### src/rtl/bias_loader.sv
// ---------------------------------------------------------------------------
// bias_loader
//
// Receives bias values from a 64-bit DMA stream and packs them into 128-bit
// bias-store words. Each stream beat carries two 32-bit biases. Two
// consecutive beats form one store word {odd_beat, even_beat}. A load of
// num_groups output groups consumes 4*num_groups beats and produces
// 2*num_groups store writes.
//
// Ports
//   clk          clock, all logic on the rising edge
//   rst          synchronous, active-high reset
//   start        single-cycle load request, accepted only while idle
//   first_og     sampled at start; 1 = first output-group batch of a layer,
//                which clears the store write address before loading
//   num_groups   groups to load, sampled at start (legal 1..MAX_GROUPS)
//   s_tdata      stream beat: [31:0] = bias 2j, [63:32] = bias 2j+1
//   s_tvalid     stream beat valid
//   s_tlast      last beat of the DMA transfer
//   s_tready     stream accept, high only while loading
//   wr_en        bias-store write strobe (one cycle per word)
//   wr_data      packed store word, held between writes
//   wr_addr_rst  bias-store write-address clear (one cycle)
//   busy         load in progress
//   done         single-cycle load-complete pulse
//   err          sticky protocol/range error, cleared by the next start
// ---------------------------------------------------------------------------
module bias_loader #(
    parameter int MAX_GROUPS = 128,
    parameter int GW         = $clog2(MAX_GROUPS) + 1
) (
    input  logic          clk,
    input  logic          rst,
    input  logic          start,
    input  logic          first_og,
    input  logic [GW-1:0] num_groups,
    input  logic [63:0]   s_tdata,
    input  logic          s_tvalid,
    input  logic          s_tlast,
    output logic          s_tready,
    output logic          wr_en,
    output logic [127:0]  wr_data,
    output logic          wr_addr_rst,
    output logic          busy,
    output logic          done,
    output logic          err
);

    // Beat counter holds up to 4*MAX_GROUPS; GW already has one spare bit
    // above MAX_GROUPS, so GW+2 bits never wrap inside a legal load.
    localparam int CW = GW + 2;

    typedef enum logic [1:0] {
        IDLE,
        CLR,
        LOAD,
        DONE
    } state_t;

    state_t        state;
    logic [CW-1:0] beat_cnt;
    logic [CW-1:0] last_beat;
    logic [63:0]   even_q;

    logic beat_fire;
    logic at_last;
    logic bad_range;

    assign s_tready  = (state == LOAD);
    assign beat_fire = s_tvalid && s_tready;
    assign at_last   = (beat_cnt == last_beat);
    assign bad_range = (num_groups == '0) || (num_groups > GW'(MAX_GROUPS));

    // NOTE: all state and registered outputs use non-blocking assignments so
    // every register samples pre-edge values regardless of statement order.
    always_ff @(posedge clk) begin
        if (rst) begin
            state       <= IDLE;
            beat_cnt    <= '0;
            last_beat   <= '0;
            even_q      <= '0;
            wr_en       <= 1'b0;
            wr_data     <= '0;
            wr_addr_rst <= 1'b0;
            busy        <= 1'b0;
            done        <= 1'b0;
            err         <= 1'b0;
        end else begin
            // Strobes default low so each is a single-cycle pulse.
            wr_en       <= 1'b0;
            wr_addr_rst <= 1'b0;
            done        <= 1'b0;

            case (state)
                IDLE: begin
                    if (start) begin
                        busy      <= 1'b1;
                        beat_cnt  <= '0;
                        last_beat <= {num_groups, 2'b00} - CW'(1);
                        if (bad_range) begin
                            // Nothing to load: report and finish without
                            // touching the store.
                            err   <= 1'b1;
                            state <= DONE;
                        end else begin
                            err <= 1'b0;
                            if (first_og) begin
                                wr_addr_rst <= 1'b1;
                                state       <= CLR;
                            end else begin
                                // Later output-group batches append.
                                state <= LOAD;
                            end
                        end
                    end
                end

                CLR: begin
                    state <= LOAD;
                end

                LOAD: begin
                    if (beat_fire) begin
                        beat_cnt <= beat_cnt + CW'(1);
                        // Counter LSB is the beat parity within the load.
                        if (!beat_cnt[0]) begin
                            even_q <= s_tdata;
                        end else begin
                            wr_en   <= 1'b1;
                            wr_data <= {s_tdata, even_q};
                        end

                        if (at_last) begin
                            if (!s_tlast) begin
                                err <= 1'b1;
                            end
                            state <= DONE;
                        end else if (s_tlast) begin
                            // Transfer ended early; a dangling even beat is
                            // simply never written.
                            err   <= 1'b1;
                            state <= DONE;
                        end
                    end
                end

                DONE: begin
                    busy  <= 1'b0;
                    done  <= 1'b1;
                    state <= IDLE;
                end

                default: begin
                    state <= IDLE;
                end
            endcase
        end
    end

endmodule

### config.mk
export PLATFORM = sky130hd
export DESIGN_NAME = bias_loader
export DESIGN_NICKNAME = d
export VERILOG_FILES = /design/src/rtl/bias_loader.sv
export SDC_FILE = /design/constraint.sdc
export NUM_CORES = 1
export LEC_CHECK = 0
export CORE_UTILIZATION = 45
export CTS_BUF_LIST = sky130_fd_sc_hd__clkbuf_8 sky130_fd_sc_hd__clkbuf_16
export DETAILED_ROUTE_END_ITERATION = 8
export HOLD_SLACK_MARGIN = 0.06
export PLACE_DENSITY = 0.76
export SYNTH_ARGS = -nofsm -noshare
export SYNTH_HDL_FRONTEND = slang
export SYNTH_SLANG_ARGS = --single-unit
export TNS_END_PERCENT = 30
### constraint.sdc
create_clock -name clk -period 2.3 [get_ports clk]
set_input_delay 0.46 -clock clk [delete_from_list [all_inputs] [get_ports clk]]
set_output_delay 0.46 -clock clk [all_outputs]
set_load 0.01 [all_outputs]
; Word level (Yosys, flattened, before mapping)
; Cells that the tools add are included.
[op_classes]
addsub = 2
eq_ne = 8
n_mux = 22
n_bitwise = 5
order_cmp = 1
n_reduce_logical = 15
[ops]
columns = op, count
row1 = 10-bit two-way mux, 2
row2 = 10-bit one-hot mux with 2 select lines, 1
row3 = 2-bit two-way mux, 6
row4 = 3-bit AND reduction, 4
row5 = "10-bit by 1-bit adder with 10-bit output, second input constant", 1
row6 = 10-bit == test, 1
row7 = 1-bit two-way mux, 10
row8 = "10-bit by 1-bit subtractor with 10-bit output, second input constant", 1
row9 = "8-bit > comparator, second input constant", 1
row10 = 8-bit zero test, 1
row11 = 2-bit one-hot mux with 4 select lines, 1
row12 = 1-bit inverter, 5
row13 = 5-bit AND reduction, 1
row14 = "2-bit == test, second input constant", 2
row15 = 1-bit one-hot mux with 2 select lines, 2
row16 = 2-bit AND reduction, 2
row17 = 2-bit nonzero test, 2
row18 = 4-bit OR reduction, 1
row19 = "3-bit by 2-bit inequality test with 1-bit output, second input constant", 1
row20 = "3-bit inequality test, second input constant", 1
row21 = 3-bit OR reduction, 1
row22 = "2-bit by 1-bit == test with 1-bit output, second input constant", 1
row23 = 2-bit zero test, 1
row24 = "2-bit by 1-bit inequality test with 1-bit output, second input constant", 1
row25 = 3 further kinds, 3
[word_totals]
wordCells = 63
register_bits = 219
out_inout_bits = 134

; Longest topological paths before layout
; Gate-level depths: netlist of the first run.
[depth]
ltp_word = 5
depth_mapped = 9
depth_no_buf = 7

; Least setup slack after synthesis of the first run
; No wires, ideal clock.
[synth_timing]
path_type = reg-to-reg
startpoint = reg state[0]
endpoint = reg wr_data[118]
path_slack_ns = 0.564
arrival_time_ns = 1.666
setup_time_ns = 0.070
required_ns = 2.230
stages_incl_launch_ff = 9
path_cell_list = dfxtp_1 -> inv_1 -> ha_1 -> buf_2 -> nand3_1 -> clkbuf_1 -> clkbuf_1 -> nand2_1 -> a21oi_1
[synth_between]
elab_chain_cells = 3
[synth_lines]
columns = element, line_no
row1 = "start, declared", 60  ; state_t state;
row2 = "start signal, assigned", 78  ; state <= IDLE;
row3 = "start signal, assigned", 104  ; state <= DONE;
row4 = "start signal, assigned", 109  ; state <= CLR;
row5 = 2-bit == test *, 69  ; assign s_tready = (state == LOAD);
row6 = net s_tready, 40  ; output logic s_tready,
row7 = 1-bit logical AND, 70  ; assign beat_fire = s_tvalid && s_tready;
row8 = 3-bit AND reduction (no line) *, --
row9 = "end signal, assigned", 130  ; wr_data <= {s_tdata, even_q};
row10 = "end, declared", 42  ; output logic [127:0] wr_data,
; The timed path passes the listed nets; every way through them passes the cells marked *.
; A chain may end at the register's enable or synchronous reset.

; Final worst setup path of the first run
[layout_timing]
startpoint = reg state[0]
endpoint = out s_tready
[layout_between]
elab_chain_cells = 1
[layout_lines]
columns = element, line_no
row1 = 2-bit == test, 69
row2 = "end, declared", 40
; Every way passes these cells.

==> results of run 1 <==
==> area by class of cell <==
cell class                      instances  share of cell area, %
Sequential cell                       218                   39.3
Multi-Input combinational cell        697                   29.4
Tap cell                              225                   2.53
Clock inverter                         12                   1.11
Inverter                                9                  0.304
Timing Repair Buffer                  230                   21.7
Clock buffer                           27                   5.68
==> power groups by stage <==
stage	sequential, µW	combinational [µW]	clock (µW)
4_1_cts	4150	1270	3760
3_5_place_dp	4230	1260	0
6_report	4150	1270	3700
3_3_place_gp	4220	1230	0
2_1_floorplan	4220	753	0
5_1_grt	4180	1400	3920
==> Yosys cell counts <==
master,count
buf_2,26
a311oi_1,1
inv_1,9
nor2b_1,2
a21o_1,1
a21oi_1,193
xor2_1,10
nor3_1,5
nor2_1,32
o21ai_0,2
xnor2_1,12
ha_1,6
nor4b_4,1
a211oi_1,7
a311o_1,3
nor4_2,1
nand4_1,4
o311ai_2,1
or2b_1,1
and2_1,1
nand2_1,390
nand3_1,8
o211ai_1,1
nand2b_1,4
nand2b_4,1
a31oi_1,1
dfxtp_1,218
buf_1,1
clkbuf_1,42
o41a_2,1
and3_1,3
mux2i_1,3
a22oi_1,2
==> logic make-up after synthesis <==
| group | count (synthesis) |
|---|---|
| compound gates | 213 |
| xor+xnor | 22 |
| fa+ha+maj | 6 |
| mux | 3 |
| flops | 218 |
| simple gates | 453 |
| buf+inv | 78 |
==> metal layers <==
layer	vias up	GRT usage, %	part of all wire (%)	wire length, µm
met2	184	37.5	49	10100
met4	0	7.18	3.0	615
li1	3582	-	-	-
met1	3271	28.4	42	8760
met3	36	4.54	5.5	1130
met5	-	0	0	0
==> state kept, by name, indices dropped and copies added (netlist names) <==
register	flops
wr_data	128
even_q	64
beat_cnt	10
last_beat	9
state	2
busy	1
done	1
err	1
wr_addr_rst	1
wr_en	1
==> how the worst max path moves through the flow <==
stage | end | cells past startpoint | from | slack [ns]
after detailed placement | state[0] | 8 | num_groups[0] | -0.02
after global routing | s_tready | 3 | state[0] | 0.05
final | s_tready | 3 | state[0] | 0.1
after CTS | s_tready | 3 | state[0] | 0.03
after floorplan | wr_data[118] | 8 | state[0] | 0.56
after global placement | state[1] | 8 | num_groups[0] | 0.06
==> timing repair <==
item,4_1_cts,5_1_grt
resized for setup,1,1
buffers inserted,0,0
endpoints found under the setup margin,1,1
==> cells in the final DEF, fill, tap and decap left out, types with 4 or more instances in the layout <==
| cell type | instances |
|---|---|
| xnor2_1 | 12 |
| inv_1 | 13 |
| nand4_1 | 4 |
| clkbuf_8 | 4 |
| nand3_1 | 6 |
| ha_1 | 5 |
| xor2_1 | 10 |
| clkbuf_16 | 23 |
| buf_12 | 12 |
| clkdlybuf4s50_1 | 210 |
| a211oi_1 | 7 |
| dfxtp_1 | 218 |
| buf_4 | 7 |
| nand2b_1 | 4 |
| nand2_1 | 390 |
| a21oi_1 | 193 |
| nor3_1 | 5 |
| nor2_1 | 30 |
==> metrics by stage <==
step | area [µm²] | setup TNS [ns]
2_1_floorplan | 7910 | 0
3_3_place_gp | 10300 | 0
3_5_place_dp | 10300 | -0.0223
4_1_cts | 11100 | 0
5_1_grt | 11100 | 0
6_report | 11100 | 0
==> qor.log, run 1 <==
[logic_synthesis] area share of and/or/nand/nor cells after synthesis 22.7%
[cells_and_area] combined area of the multi-input logic cells 0.00327 mm²
[cells_and_area] share of cells above drive strength 1 5.45%
[floorplanning] overall die width 135 µm
[logic_synthesis] Mapped Area 0.00791 mm²
[logic_synthesis] area share of the leading cell type in the synthesized netlist 55.1%
[pwr] internal power 6750 µW
[pwr] worst vdd ir 560 µV
[logic_synthesis] number of instances in the synthesized netlist 993
[pwr] sequential share of power 45.5%
[pwr] fraction of power consumed by the clock network 40.5%
[placement] detailed placement HPWL 13.3 mm
[worst_setup_path] kind of cell adding the most delay to the critical path buffers and inverters
[pwr] Pwr per Cell Area 821 mW/mm²
[worst_setup_path] slack of the worst reg-to-reg path 0.35 ns
[worst_setup_path] largest fanout of any net on the critical path 9
[hold_path] startpoint of the most critical hold path rst
[logic_synthesis] number of nets produced by synthesis 1,077
[worst_setup_path] start-to-end type of the worst setup path register to output port
[clock_tree] number of clock buffers inserted by TritonCTS 23
[logic_synthesis] share of the synthesized area in compound gates (AO/OA/AOI/OAI) 14.3%
[cells_and_area] Final Util 64.5%
[routing] first drt pass iteration count 5
[timing] final count of pins violating max slew 0
[logic_synthesis] Ys Warns 0
[pwr] net switching power 2370 µW
[routing] total number of vias 7,073
[worst_setup_path] highest cell delay on the worst timing path 0.54 ns
[clock_tree] maximum buffer depth of the clock tree 3
[logic_synthesis] post-synthesis cell type count 33
[job] Maximum Capacitance Violations 0
[logic_synthesis] Post-Synthesis Mean Instance Area 7.97 µm²
[floorplanning] overall die area 0.0181 mm²
[floorplanning] I/O pin total 212
[clock_tree] number of hold buffers added after cts 0
[timing] setup violators final 0
[worst_setup_path] worst reg2reg path depth 7
[cells_and_area] Antenna diodes 0
[cells_and_area] Area Growth Syn to Fin 40.4%
[hold_path] Hold Crit Class primary input to register
[cells_and_area] layout net count 1,263
[floorplanning] CORE AREA 0.0172 mm²
[logic_synthesis] XOR/XNOR Fraction of Synth Area 2.43%
[timing] Fin. Hold Viols 0
[logic_synthesis] cell types occupying the most area after synthesis dfxtp_1 55%, nand2_1 18%, a21oi_1 12%
[placement] port buffer count 211
[grt] vias in the first global route 6,417
[routing] initial drt markers 325
[logic_synthesis] multiplexer area fraction after synthesis 0.379%
[pwr] P_leak 0.00377 µW
[timing] period utilisation layout 95.7%
[timing] highest achievable clock rate 455 MHz
[routing] final wirelength 20.6 mm
[placement] routability-driven placement congestion ratio 0.826
[hold_path] number of stages on the worst hold path 2
[timing] shortest period the worst path allows 2.20 ns
[clock_tree] number of sinks handled by clock tree synthesis 218
[clock_tree] clk_lat worst skew 0.51 ns
[worst_setup_path] critical register-to-register path endpoint err
[placement] cell total after placement 1,379
[worst_setup_path] cells along the critical path inv_1, ha_4, clkdlybuf4s50_1
[worst_setup_path] data required time of the critical path 1.84 ns
[grt] Overflow after GRT 0
[cells_and_area] fillcell total 1,468
[timing] hold slack 0.417 ns
[hold_path] sink of the worst hold path beat_cnt[1]
[floorplanning] initial core utilization 45.9%
[clock_tree] clock-pin slew on the worst setup and hold paths 0.07 ns
[timing] relative slew slack 55.8%
[routing] WL/cell 14.6 µm
[cells_and_area] sequential cell area 0.00436 mm²
[routing] remaining antenna violation count 0
[timing] Worst-Margin Slew 0.664 ns
[pwr] Switching Share 26.0%
[worst_setup_path] data arrival time of the worst path 1.74 ns
[worst_setup_path] endpoint kind of the worst setup timing path output port
[grt] global routing usage summed across all routing layers 22.2%
[logic_synthesis] sequential cell area fraction in the yosys report 55.1%
[timing] least setup slack across all paths after layout 0.0999 ns
[logic_synthesis] adder-cell area share of the yosys netlist 0.949%
[routing] drt drc 0
[pwr] share of total power in combinational logic 14.0%
[pwr] total power consumption of the routed design 9120 µW
[routing] via density per instance 4.99
[timing] worst setup skew after layout 0.0198 ns
[worst_setup_path] cell type of the slowest stage on the worst timing path clkdlybuf4s50_1
[worst_setup_path] Critical Path Start Type register
[cells_and_area] final std cells w/o fill 1,418
[worst_setup_path] CP bufs+invs 2
[clock_tree] TritonCTS clock tree done
[floorplanning] number of rows in the core area 48
[clock_tree] CTS HTree Levels 1
[outcome] outcome finished, final reports clean
[logic_synthesis] number of flip-flops and latches in the synthesized netlist 218
[grt] initial antenna violation count 0
[logic_synthesis] dominant combinational cell family by area after synthesis simple AND/OR/NAND/NOR gates
[floorplanning] Vert. Die Dim 135 µm
[worst_setup_path] worst flop-to-flop path startpoint state[1]
[placement] worst setup slack before clock tree synthesis -0.0223 ns
[grt] first-pass GRT wire length 32.8 mm
[timing] unrepaired setup endpoints after global routing no
[grt] pin count of the biggest net entering global routing 82
[clock_tree] cell chosen for the clock root clkbuf_16
[logic_synthesis] cell taking the most area after synthesis dfxtp_1
(Power assumes the default switching activity.)
==> run 2: changes to the inputs <==
--- a/config.mk
+++ b/config.mk
@@ -5,6 +5,7 @@
 export SDC_FILE = /design/constraint.sdc
 export NUM_CORES = 1
 export LEC_CHECK = 0
+export ABC_AREA = 1
 export CORE_UTILIZATION = 45
 export CTS_BUF_LIST = sky130_fd_sc_hd__clkbuf_8 sky130_fd_sc_hd__clkbuf_16
 export DETAILED_ROUTE_END_ITERATION = 8
==> qor.log, run 2 <==
[logic_synthesis] number of instances in the synthesized netlist 1,065 [+7.3%]
[logic_synthesis] most frequently used cell type in the post-synthesis netlist dfxtp_1
[logic_synthesis] dominant synthesized flop cell dfxtp_1
[timing] shortest period the worst path allows 2.20 ns [-0.00449 ns]
[grt] initial antenna violation count 0 [unchanged]
[timing] Fin. Hold Viols 0 [unchanged]
[logic_synthesis] cell types occupying the most area after synthesis dfxtp_1 53%, nand3_1 8.9%, a21oi_1 8.5%
[grt] global routing usage summed across all routing layers 23.0% [+0.80 points]
[floorplanning] I/O pin total 212 [unchanged]
[cells_and_area] fillcell total 1,606 [+9.4%]
[logic_synthesis] Post-Synthesis Mean Instance Area 7.74 µm² [-2.9%]
[timing] period utilisation layout 95.5% [-0.20 points]
[worst_setup_path] startpoint of the worst setup timing path state[0]
[logic_synthesis] Mapped Area 0.00824 mm² [+4.1%]
[floorplanning] initial core utilization 45.9% [-0.054 points]
[clock_tree] PostCTS Resize Cnt 1 [unchanged]
[routing] initial drt markers 449 [+38%]
[logic_synthesis] post-synthesis cell type count 27 [-18%]
[worst_setup_path] slack of the worst reg-to-reg path 0.45 ns [+0.10 ns]
[worst_setup_path] largest fanout of any net on the critical path 8 [-1]
[timing] worst setup skew after layout 0.0122 ns [-0.00757 ns]
[outcome] outcome finished, final reports clean
[worst_setup_path] Worst setup endpoint s_tready
[routing] total number of vias 7,698 [+8.8%]
[timing] unrepaired setup endpoints after global routing no
[logic_synthesis] share of async-settable or async-resettable flops after synthesis 0% [unchanged]
[timing] Setup Total Neg Slack 0 ns [unchanged]
[clock_tree] CTS HTree Levels 1 [unchanged]
[worst_setup_path] worst reg2reg path depth 7 [unchanged]
[pwr] worst vdd ir 821 µV [+47%]
[timing] Worst-Margin Slew 0.797 ns [+0.133 ns]
[logic_synthesis] number of nets produced by synthesis 1,149 [+6.7%]
[floorplanning] overall die area 0.0189 mm² [+4.0%]
[clock_tree] number of buffers added for setup after CTS 0 [unchanged]
[pwr] Pwr per Cell Area 884 mW/mm² [+7.7%]
[cells_and_area] flip-flop count of the largest register, all copies and words added 128 [unchanged]
[worst_setup_path] endpoint kind of the worst setup timing path output port
[worst_setup_path] critical register-to-register path endpoint beat_cnt[6]
[worst_setup_path] data arrival time of the worst path 1.74 ns [about the same]
[cells_and_area] layout net count 1,322 [+4.7%]
[routing] remaining antenna violation count 0 [unchanged]
[timing] final count of pins violating max slew 0 [unchanged]
[grt] first-pass GRT wire length 35.2 mm [+7.5%]
[logic_synthesis] count of flip-flops with a built-in enable after synthesis 0 [unchanged]
[cells_and_area] commonest cells after routing, fill and taps aside 217 x dfxtp_1, 210 x clkdlybuf4s50_1, 183 x nand2_1
[routing] via density per instance 5.19 [+4.1%]
[placement] detailed placement HPWL 14.1 mm [+5.6%]
[logic_synthesis] area share of the leading cell type in the synthesized netlist 53.0% [-2.2 points]
[cells_and_area] share of cells above drive strength 1 5.90% [+0.45 points]
[placement] routability-driven placement congestion ratio 0.832 [+0.65%]
[hold_path] number of stages on the worst hold path 4 [+2]
[worst_setup_path] start-to-end type of the worst setup path register to output port
[floorplanning] CORE AREA 0.0180 mm² [+4.2%]
[routing] drt drc 0 [unchanged]
[cells_and_area] Final Util 62.5% [-1.9 points]
[floorplanning] overall die width 137 µm [+2.0%]
[floorplanning] Vert. Die Dim 137 µm [+2.0%]
[grt] Overflow after GRT 0 [unchanged]
[worst_setup_path] worst flop-to-flop path startpoint state[1]
[cells_and_area] register containing the most flip-flops in the final layout wr_data
[logic_synthesis] sequential cell area fraction in the yosys report 53.0% [-2.2 points]
[clock_tree] maximum buffer depth of the clock tree 3 [unchanged]
[clock_tree] clk_lat worst skew 0.49 ns [-0.02 ns]
[logic_synthesis] synth cell count leaders 218 x dfxtp_1, 184 x nand2_1, 154 x nor2_1
[clock_tree] number of hold buffers added after cts 0 [unchanged]
[pwr] P_leak 0.00417 µW [+10%]
[worst_setup_path] Critical Path Start Type register
[clock_tree] number of clock buffers inserted by TritonCTS 23 [unchanged]
[placement] port buffer count 211 [unchanged]
[clock_tree] TritonCTS clock tree done
[logic_synthesis] cell taking the most area after synthesis dfxtp_1
[routing] first drt pass iteration count 5 [unchanged]
[hold_path] Hold Crit Class primary input to register
[routing] final wirelength 22.2 mm [+7.6%]
[job] Maximum Capacitance Violations 0 [unchanged]
[routing] WL/cell 15.0 µm [+2.9%]
[timing] highest achievable clock rate 455 MHz [+0.20%]
[logic_synthesis] number of flip-flops and latches in the synthesized netlist 218 [unchanged]
[clock_tree] clock-pin slew on the worst setup and hold paths 0.06 ns [about the same]
[logic_synthesis] Ys Warns 0 [unchanged]
[cells_and_area] top flop regs wr_data x128, even_q x64, beat_cnt x10
[floorplanning] number of rows in the core area 49 [+2.1%]
[clock_tree] cell chosen for the clock root clkbuf_16
[grt] vias in the first global route 7,162 [+12%]
[cells_and_area] Antenna diodes 0 [unchanged]
[timing] setup violators final 0 [unchanged]
[timing] relative slew slack 46.9% [-8.9 points]
[cells_and_area] most common cell after layout, fill and taps aside dfxtp_1
[grt] pin count of the biggest net entering global routing 107 [+30%]
[cells_and_area] Area Growth Syn to Fin 36.4%
[clock_tree] number of sinks handled by clock tree synthesis 218 [unchanged]
[worst_setup_path] data required time of the critical path 1.84 ns [about the same]
run 2: metrics by stage:
stage               total power [µW]  setup slack, ns  instances  hold WS, ns  area [µm²]
global placement                6170            0.192       1442        0.447       10400
global route                   10400           0.0311       1483        0.388       11200
floorplan                       5580            0.708       1065        0.443        8240
finish                          9940            0.104       1483        0.343       11200
CTS                            10000           0.0338       1483        0.328       11200
detailed placement              6200            0.168       1442        0.452       10400
run 2: worst min-delay path by stage:
| stage | start | to | slack [ns] |
|---|---|---|---|
| after global routing | rst | beat_cnt[2] | 0.39 |
| after global placement | wr_data[29] | wr_data[29] | 0.45 |
| after CTS | rst | beat_cnt[2] | 0.33 |
| final | rst | beat_cnt[2] | 0.34 |
| after floorplan | last_beat[2] | last_beat[2] | 0.44 |
| after detailed placement | wr_data[42] | wr_data[42] | 0.45 |
run 2: worst max-delay path: stages, from the launching register on:
cell and delay [ns]:
dfxtp_1 0.32, inv_1 0.16, ha_4 0.22, clkdlybuf4s50_1 0.55
run 2: layout make-up:
type / count / area [µm²] / area share [%]
multi-input combinational: 731 / 3370 / 30.0
timing repair buffer: 228 / 2290 / 20.4
clock inverter: 13 / 141 / 1.26
tap: 229 / 287 / 2.55
inverter: 36 / 138 / 1.22
sequential: 218 / 4370 / 38.9
clock buffer: 28 / 644 / 5.73
run 2: metal layers:
metal	global-route usage (%)	vias to the layer above	share of wire (%)
li1	-	3856	-
met1	30.1	3566	44
met2	37.5	239	47
met3	5.04	37	6.6
met4	7.57	0	2.8
met5	0	-	0
run 2: logic make-up (layout without fill, tap and decap cells):
kind of cell             after synthesis  in the layout  synth area share [%]
XOR/XNOR                               8              8                 0.851
adder cells (fa/ha/maj)                6              6                 0.911
buffers and inverters                116            305                  6.41
flip-flops                           218            218                  53.0
AND/OR/NAND/NOR                      496            496                  25.2
AO/OA/AOI/OAI                        221            221                  13.7
run 2: power breakdown:
group	internal [µW]	switching (µW)	leakage, µW
Combinational	644	1170	0.00200
Sequential	4120	207	0.00177
Clock	2320	1470	0.000399
